--- src/rtl/motor_cmd_decoder.sv ---
// -----------------------------------------------------------------------------
// motor_cmd_decoder
//   Turns each deserialized 32-bit frame (8-bit command + 24-bit payload) into
//   motor-control register writes, one-cycle control pulses and read-back
//   responses that go out to the serial-out stage over valid/ready.
//
// Ports
//   sys_clk     system clock, rising edge
//   rst         synchronous, active-high reset
//   cmd_done    frame-ready level from the deserializer (rising edge = frame)
//   cmd, data   command byte / 24-bit payload, valid while cmd_done is high
//   pos_count   live position count from the quadrature counter
//   resp_ready  serial-out stage accepts resp_word
//   speed_sp    speed setpoint             dir        direction (1 = forward)
//   motor_en    motor enable               pos_target position target
//   pos_load    1-cycle pulse, pos_target updated
//   clr_count   1-cycle pulse, clear position counter
//   resp_word   {code[7:0], payload[23:0]}, held while resp_valid is high
//   resp_valid  response pending
//   busy        command in flight (FSM not idle)
// -----------------------------------------------------------------------------
module motor_cmd_decoder #(
  parameter int SPD_W   = 16,
  parameter int POS_W   = 24,
  parameter int ERR_MAX = 255
) (
  input  logic             sys_clk,
  input  logic             rst,
  input  logic             cmd_done,
  input  logic [7:0]       cmd,
  input  logic [23:0]      data,
  input  logic [POS_W-1:0] pos_count,
  input  logic             resp_ready,
  output logic [SPD_W-1:0] speed_sp,
  output logic             dir,
  output logic             motor_en,
  output logic [POS_W-1:0] pos_target,
  output logic             pos_load,
  output logic             clr_count,
  output logic [31:0]      resp_word,
  output logic             resp_valid,
  output logic             busy
);

  localparam logic [1:0] ST_IDLE = 2'd0;
  localparam logic [1:0] ST_EXEC = 2'd1;
  localparam logic [1:0] ST_RESP = 2'd2;

  localparam logic [7:0] CMD_NOP        = 8'h00;
  localparam logic [7:0] CMD_SET_SPEED  = 8'h01;
  localparam logic [7:0] CMD_ENABLE     = 8'h02;
  localparam logic [7:0] CMD_SET_TARGET = 8'h03;
  localparam logic [7:0] CMD_CLR_COUNT  = 8'h04;
  localparam logic [7:0] CMD_READ_POS   = 8'h05;
  localparam logic [7:0] CMD_READ_STAT  = 8'h06;

  logic [1:0]  state;
  logic        cmd_done_q;
  logic        done_d;
  logic [7:0]  cmd_q;
  logic [23:0] data_q;
  logic [7:0]  cmd_r;
  logic [23:0] data_r;
  logic [7:0]  err_cnt;
  logic        ovr;
  logic        new_frame;
  logic        frame_overrun;

  // Input capture stage: registers the frame once, so the rising edge of
  // cmd_done sampled at edge k reaches the decode two edges later.
  // NOTE: sequential state uses non-blocking assignments so every register
  // samples pre-edge values regardless of statement order.
  always_ff @(posedge sys_clk) begin
    if (rst) begin
      // Both stages reset to 1 so a cmd_done level already high when reset
      // releases is never seen as a rising edge.
      cmd_done_q <= 1'b1;
      done_d     <= 1'b1;
      cmd_q      <= '0;
      data_q     <= '0;
    end else begin
      cmd_done_q <= cmd_done;
      done_d     <= cmd_done_q;
      cmd_q      <= cmd;
      data_q     <= data;
    end
  end

  assign new_frame     = cmd_done_q & ~done_d;
  // Any non-idle cycle, including the one returning to idle, counts as busy.
  assign frame_overrun = new_frame & (state != ST_IDLE);

  always_ff @(posedge sys_clk) begin
    if (rst) begin
      state      <= ST_IDLE;
      cmd_r      <= '0;
      data_r     <= '0;
      speed_sp   <= '0;
      dir        <= 1'b0;
      motor_en   <= 1'b0;
      pos_target <= '0;
      pos_load   <= 1'b0;
      clr_count  <= 1'b0;
      resp_word  <= '0;
      err_cnt    <= '0;
      ovr        <= 1'b0;
    end else begin
      pos_load  <= 1'b0;
      clr_count <= 1'b0;

      case (state)
        ST_IDLE: begin
          if (new_frame) begin
            cmd_r  <= cmd_q;
            data_r <= data_q;
            state  <= ST_EXEC;
          end
        end

        ST_EXEC: begin
          state <= ST_IDLE;
          case (cmd_r)
            CMD_NOP: ;
            CMD_SET_SPEED: begin
              speed_sp <= data_r[SPD_W-1:0];
              dir      <= data_r[16];
            end
            CMD_ENABLE: motor_en <= data_r[0];
            CMD_SET_TARGET: begin
              pos_target <= data_r[POS_W-1:0];
              pos_load   <= 1'b1;
            end
            CMD_CLR_COUNT: clr_count <= 1'b1;
            CMD_READ_POS: begin
              resp_word <= {CMD_READ_POS, 24'(pos_count)};
              state     <= ST_RESP;
            end
            CMD_READ_STAT: begin
              resp_word <= {CMD_READ_STAT, err_cnt, 13'b0, ovr, motor_en, dir};
              ovr       <= 1'b0;
              state     <= ST_RESP;
            end
            default: begin
              if (err_cnt != 8'(ERR_MAX)) err_cnt <= err_cnt + 8'd1;
              resp_word <= {8'hFF, 16'h0000, cmd_r};
              state     <= ST_RESP;
            end
          endcase
        end

        ST_RESP: begin
          if (resp_ready) state <= ST_IDLE;
        end

        default: state <= ST_IDLE;
      endcase

      // Placed after the READ_STAT clear so a simultaneous overrun keeps ovr set.
      if (frame_overrun) ovr <= 1'b1;
    end
  end

  assign busy       = (state != ST_IDLE);
  assign resp_valid = (state == ST_RESP);

endmodule

--- config.mk ---
export PLATFORM = sky130hd
export DESIGN_NAME = motor_cmd_decoder
export DESIGN_NICKNAME = d
export VERILOG_FILES = /design/src/rtl/motor_cmd_decoder.sv
export SDC_FILE = /design/constraint.sdc
export NUM_CORES = 1
export LEC_CHECK = 0
export ABC_AREA = 0
export BUFFER_PORTS_ARGS = -buffer_cell sky130_fd_sc_hd__buf_2
export CAP_MARGIN = 15
export CORE_MARGIN = 2
export CORE_UTILIZATION = 47
export DETAILED_ROUTE_END_ITERATION = 8
export PLACE_DENSITY_LB_ADDON = 0.2
export SETUP_SLACK_MARGIN = 0.3
export SLEW_MARGIN = 15
export SYNTH_ARGS = -nofsm -noshare
export SYNTH_HDL_FRONTEND = slang
export SYNTH_SLANG_ARGS = --single-unit
--- constraint.sdc ---
create_clock -name sys_clk -period 2.05 [get_ports sys_clk]
set_input_delay 0.41 -clock sys_clk [delete_from_list [all_inputs] [get_ports sys_clk]]
set_output_delay 0.41 -clock sys_clk [all_outputs]
set_load 0.01 [all_outputs]
; ---- Yosys cells after proc, flatten, opt, wreduce, memory -nomap -nowiden
; Index checks and enable logic that the tools add are counted.
[totals]
register_bits = 153
in_bits = 60
[op_classes]
bitwise = 6
n_eq_ne = 11
mux = 10
reduce_logical = 16
addsub = 1
[ops]
columns = operator, n
row1 = $pmux 32 s3, 1
row2 = $eq 8x3->1 const B, 3
row3 = $eq 8x2->1 const B, 2
row4 = $reduce_and 2->1, 7
row5 = $add 8x1->8 const B, 1
row6 = $eq 8x1->1 const B, 1
row7 = $logic_not 8->1, 1
row8 = $ne 8x8->1 const B, 1
row9 = $reduce_or 7->1, 1
row10 = $mux 2, 3
row11 = $pmux 2 s3, 1
row12 = $reduce_bool 2->1, 3
row13 = $mux 1, 5
row14 = $reduce_or 5->1, 1
row15 = $ne 2x2->1 const B, 2
row16 = $not 1->1, 4
row17 = $reduce_and 3->1, 1
row18 = $and 1x1->1, 2
row19 = $eq 2x1->1 const B, 1
row20 = $eq 2x2->1 const B, 1
row21 = $logic_not 2->1, 1
row22 = $reduce_or 2->1, 1

; ---- Depth between registers and ports, before layout
; Gate-level depths: netlist of run 1.
[depth]
depth_word = 5
ltp_mapped = 7
depth_no_buf = 5

; ---- Least setup slack after synthesis of run 1
; OpenSTA, ideal clock, no wires.
[synth_path]
kind = register -> register
startpoint = reg cmd_r[7]
endpoint = reg dir
setup_slack_ns = 0.131
path_buffers = 3
setup_ns = 0.128
stages_incl_launch_ff = 8
arrival_ns = 1.792
required_ns = 1.922
path_cell_list = dfxtp_1 or4_4 buf_6 nor4_4 buf_6 buf_12 mux2i_1 nor2_1
[synth_between]
elab_chain_cells = 2
[synth_lines]
columns = item, line_no
row1 = start: declaration, 62  ; logic [7:0] cmd_r;
row2 = start signal: assignment, 114  ; cmd_r <= cmd_q;
row3 = $eq 8x1->1, 122  ; case (cmd_r)
row4 = $reduce_and 2->1 (no line), --
row5 = end signal: assignment, 126  ; dir <= data_r[16];
row6 = end: declaration, 35  ; output logic dir,
; No other way between the ends.
; A chain may end at the register's enable or synchronous reset.

; ---- Final worst setup path of run 1
[layout_path]
startpoint = reg cmd_r[3]
endpoint = reg speed_sp[2]
[layout_between]
elab_chain_cells = 2
[layout_lines]
columns = item, line_no
row1 = $eq 8x1->1, 122
row2 = $reduce_and 2->1 (no line), --
row3 = end signal: assignment, 125  ; speed_sp <= data_r[SPD_W-1:0];
row4 = end: declaration, 34  ; output logic [SPD_W-1:0] speed_sp,
; No other way between the ends.

==> qor.yml, run 1 <==
status: "completed"
setup_viol: 0
crit_path_end_kind: "flop"
crit_buf_inv: 3
crit_path_max_fanout: 9
n_antenna_cell: 0
cts_tree: "built"
grt_pass1_vias: 4474
die_y_um: 111
min_period_over_period_pct: 91.7
synth-seq-cells: 149
p_int_uw: 5020
cap_violations: 0
worst_setup_path_start_kind: "flop"
first_pass_iters: 5
track_usage_pct: 21.5
ys_types: 49
finClkSkew_ps: 8.58
drcViolationCount: 0
vias: 4531
postSynthAreaPerCell_um2: 9.39
yosysWarnings: 0
combPwrFrac_pct: 4.1
floorplan.initialDensity_pct: 47.7
rows: 39
dp_hpwl_um: 8360
area_delta_synth_final_pct: 31.9
synthesis.area_um2: 5380
relSlewSlack_pct: 64.2
min_path_cells: 2
r2r_end: "speed_sp[2]"
clock-sinks: 149
final_cell_area_um2: 7090
cts_htree_levels: 4
fin_crit_ps: 1880
syn_inst: 573
rsz0062_at_grt: "true"
grt_max_degree: 41
worstHoldStart: "cmd_done"
crit_chain: "or4_4 -> buf_6 -> nor4_4 -> buf_6 -> buf_12 -> mux2i_1 -> nor2_1"
core-area_um2: 11300
dieArea_um2: 12300
clk_latency_ps: 410
hold_violations: 0
final_nets: 784
grt_overflow: 0
postPlaceCellArea_um2: 6270
vias_per_cell: 5.17
synth-main-ff-cell: "dfxtp_1"
criticalPathCategory: "flop to flop"
crit_top_cell: "buf_6"
netSwitchingFraction_pct: 20.5
power_density_nw_per_um2: 890
antenna_found_initial: 0
worstHoldPathType: "input port to flop"
clkPwrFrac_pct: 48.8
critPathMaxStageDelay_ps: 560
post-route-util_pct: 62.9
p_switching_uw: 1290
synth_seq_area_share_pct: 55.5
fill_cells: 919
crit_family: "simple AND/OR/NAND/NOR gates"
synth-edff-count: 0
synth_nets: 634
drv_slew: 0
cts_buffers: 17
wl_um: 13000
rrSetupSlack_ps: 170
layout.cells.most_common: "dfxtp_1"
min_to: "cmd_done_q"
final_cell_mix: "dfxtp_1, buf_2, nand2_1"
post_drt_wl_per_cell_um: 14.9
drtIter0Drc: 213
r2r_start: "cmd_r[3]"
worst_pin_slew_ps: 523
die_x_um: 111
seq_power_share_pct: 47.1
cts.path.max_buffers: 2
reg2reg_depth: 7
critPathSlowestCell: "or4_4"
ir_drop_uv: 529
total_leakage_power_uw: 0.00295
antenna_left: 0
critPathRequiredTime_ps: 2330
cts_root_buffer: "clkbuf_16"
gp_congestion: 0.817
grt_pass1_wl_um: 21500
cts_hold_buf: 0
fmax_mhz: 532
path_clk_slew_ps: 60
final.setup.tns_ps: 0
drive_gt1_share_pct: 32.2
cp_data_arrival_time_ps: 2160
portBuffers: 137
ioPinCount: 138
async_flop_share_pct: 0
-- layout make-up --
type,count,area [um2],share of cell area [%]
multi-input cells,377,2220,31.3
repair buffers,173,1100,15.5
clock inverters,10,131,1.85
clock buffers,20,457,6.44
well taps,143,179,2.52
inverters,5,18.8,0.265
flip-flops and latches,149,2990,42.1
-- worst max-delay path by stage --
| stage | start | endpoint | slack (ps) | cells after the start |
|---|---|---|---|---|
| finish | cmd_r[3] | speed_sp[2] | 170 | 7 |
| global route | cmd_r[3] | speed_sp[0] | 90 | 7 |
| CTS | cmd_r[3] | speed_sp[2] | 190 | 7 |
| detailed placement | cmd_r[5] | speed_sp[2] | 110 | 6 |
| global placement | cmd_r[5] | ovr | 150 | 5 |
| floorplan | state[1] | pos_target[0] | 230 | 7 |
-- cell usage after synthesis (3+ instances only) --
master	n	area (um2)
dfxtp_1	149	2980
nand2_1	124	465
a21oi_1	60	300
nor2b_1	36	225
nor2_1	34	128
clkbuf_1	24	90.1
mux2i_1	18	180
a22o_1	11	96.3
a221o_1	9	90.1
and2_1	8	50.1
nor4_1	8	50.1
nor3_1	7	35.0
buf_4	6	45.0
nand3_1	6	30.0
buf_2	5	25.0
inv_1	5	18.8
mux2_2	5	56.3
buf_6	4	45.0
nand2b_1	4	25.0
a221oi_1	3	26.3
o21ai_0	3	15.0
or2_2	3	18.8
or4_1	3	22.5
-- worst reg2reg max path, delay by kind of cell (launching register included) --
kind	cells	cell delay, ps
and+or+nand+nor	3	780
buffers and inverters	3	480
DFF	1	310
muxes	1	190
-- stage by stage --
| stage | worst slack [ps] | power, uW | cells | hold WS [ps] |
|---|---|---|---|---|
| 2_1_floorplan | 231 | 3170 | 573 | 410 |
| 3_3_place_gp | 147 | 3280 | 837 | 420 |
| 3_5_place_dp | 114 | 3280 | 837 | 430 |
| 4_1_cts | 185 | 6380 | 876 | 187 |
| 5_1_grt | 88.5 | 6530 | 877 | 203 |
| 6_report | 170 | 6310 | 877 | 202 |
-- timing repair --
item	CTS	global route
gates cloned	4	1
pin swaps	13	5
buffers inserted	5	0
gates resized for setup	14	11
endpoints found under the setup margin	70	77
-- flip-flops by register name, indices dropped and copies added (netlist names), 2 cells and up --
name,count
resp_word,28
data_q,24
data_r,24
pos_target,24
speed_sp,16
cmd_q,8
cmd_r,8
err_cnt,8
state,2
-- routing by layer --
metal | part of all wire (%) | track usage (%) | vias up
li1 | - | - | 2250
met1 | 44 | 27.4 | 2116
met2 | 49 | 36.3 | 148
met3 | 5.2 | 4.37 | 17
met4 | 1.6 | 7.75 | 0
met5 | 0 | 0 | -
-- power groups by stage --
stage	Clock, uW	Combinational (uW)	Sequential [uW]
after floorplan	0	139	3030
after global placement	0	241	3030
after detailed placement	0	248	3040
after CTS	3150	259	2970
after global routing	3270	287	2980
final	3080	261	2970
-- kinds of logic (layout without fill, tap and decap cells) --
logic type / after synthesis / count (layout) / synth area share (%)
flip-flops: 149 / 149 / 55.5
AO/OA/AOI/OAI: 103 / 103 / 12.5
adder cells (fa/ha/maj): 1 / 1 / 0.233
multiplexers: 23 / 23 / 4.40
buffers and inverters: 47 / 208 / 4.68
AND/OR/NAND/NOR: 250 / 250 / 22.7
No activity file was read; power rests on OpenSTA's default activity.
==> run 2: changes to the inputs <==
--- a/config.mk
+++ b/config.mk
@@ -12,7 +12,6 @@
 export CORE_UTILIZATION = 47
 export DETAILED_ROUTE_END_ITERATION = 8
 export PLACE_DENSITY_LB_ADDON = 0.2
-export SETUP_SLACK_MARGIN = 0.3
 export SLEW_MARGIN = 15
 export SYNTH_ARGS = -nofsm -noshare
 export SYNTH_HDL_FRONTEND = slang
==> run 2 against run 1 <==
Against the previous run:
- non-clock buffer count fell by 6
- setup slack got worse by 98 ps
- sequential cell count did not move
- critical path type unchanged
- final cell count fell by 0.46%
- sequential share of layout area rose by 1.3 points
- fmax fell by 4.9%
- critical path depth did not move
- die area did not move
- final area fell by 3.0%
- clock power fell by 8.4%
==> qor.yml, run 2 (synthesis gave the netlist of run 1 again) <==
status: "completed"
criticalPathCategory: "flop to flop"
vias_per_cell: 5.09
min_path_cells: 2
wl_um: 12200
first_pass_iters: 5
rsz0062_at_grt: "true"
drtIter0Drc: 207
portBuffers: 137
place_inst: 838
antenna_left: 0
fill_cells: 1004
total_power_uw: 6040
dp_hpwl_um: 8070
total_leakage_power_uw: 0.00285
fin_crit_ps: 1980
clk_latency_ps: 410
gp_congestion: 0.846
cap_violations: 0
worst_pin_slew_ps: 687
worstHoldPathType: "input port to flop"
fmax_mhz: 506
die_x_um: 111
die_y_um: 111
reg2reg_depth: 7
ioPinCount: 138
antenna_found_initial: 0
setup_viol: 0
path_clk_slew_ps: 60
relSlewSlack_pct: 54.2
cts_buffers: 17
dieArea_um2: 12300
floorplan.initialDensity_pct: 47.7
cts.path.max_buffers: 2
critPathRequiredTime_ps: 2310
final_nets: 778
post_drt_wl_per_cell_um: 13.9
area_delta_synth_final_pct: 28.0
finClkSkew_ps: 10.5
clock-sinks: 149
post-route-util_pct: 61.1
grt_pass1_vias: 4293
crit_path_end_kind: "flop"
drive_gt1_share_pct: 29.7
grt_pass1_wl_um: 20600
grt_overflow: 0
drcViolationCount: 0
rows: 39
n_antenna_cell: 0
largest_register_ffs: 28
worst_setup_path_start_kind: "flop"
min_period_over_period_pct: 96.5
final.setup.tns_ps: 0
final_cell_mix: "dfxtp_1, buf_2, nand2_1"
cts_htree_levels: 4
track_usage_pct: 20.3
cts_root_buffer: "clkbuf_16"
top_register: "resp_word"
drv_slew: 0
ir_drop_uv: 444
layoutNonFillerInstCount: 873
grt_max_degree: 71
cp_data_arrival_time_ps: 2240
power_density_nw_per_um2: 878
hold_violations: 0
crit_path_max_fanout: 8
cts_hold_buf: 0
cts_tree: "built"
layout.cells.most_common: "dfxtp_1"
core-area_um2: 11300
vias: 4446
-- run 2: changes by cell type in the layout (fill, tap and decap cells not counted), sizes merged --
cell	delta
buf	-7
clkinvlp	+5
clkinv	-2
bufinv	-2
inv	+1
clkbuf	+1
-- run 2: worst max-delay path, stage by stage, from the launching register on --
cell       delay [ps]
dfxtp_2           310
or4_4             570
buf_12            170
nor4_4            210
buf_6             170
clkbuf_16         160
mux2i_1           180
nor2_1             50
-- run 2: power breakdown --
| part | switching [uW] | total [uW] | internal, uW |
|---|---|---|---|
| sequential | 22.6 | 2970 | 2950 |
| clock | 1160 | 2820 | 1660 |
| combinational | 135 | 244 | 109 |
-- run 2: repair_timing --
action	4_1_cts	5_1_grt
endpoints found under the setup margin	0	17
resized for setup	0	4
setup buffers	0	1
-- run 2: stage by stage --
stage          worst slack [ps]  area, um2  hold slack [ps]
2_1_floorplan               131       5380              417
3_3_place_gp                100       6270              421
3_5_place_dp               64.7       6270              426
4_1_cts                    34.4       6810              194
5_1_grt                   -11.4       6880              194
6_report                   72.0       6880              207
-- run 2: cell type report --
| cell class | instances | area [um2] | share of cell area [%] |
|---|---|---|---|
| sequential | 149 | 2990 | 43.4 |
| tap | 143 | 179 | 2.60 |
| multi-input combinational | 377 | 2150 | 31.3 |
| clock buffer | 20 | 437 | 6.35 |
| clock inverter | 12 | 108 | 1.56 |
| timing repair buffer | 167 | 1000 | 14.6 |
| inverter | 5 | 18.8 | 0.273 |
-- run 2: metal layers --
layer	global-route usage [%]	routed length (um)	vias up
met5	0	0	-
met4	6.92	125	0
met3	5.03	622	9
met2	33.7	5880	122
met1	26.1	5530	2074
li1	-	-	2241
-- run 2: final timing paths --
| check | to | slack, ps | startpoint |
|---|---|---|---|
| setup / recovery | speed_sp[3] | 70 | cmd_r[3] |
| setup reg to reg | speed_sp[3] | 70 | cmd_r[3] |
| hold reg to reg | cmd_r[5] | 430 | cmd_q[5] |
| hold / removal | data_q[9] | 210 | data[9] |
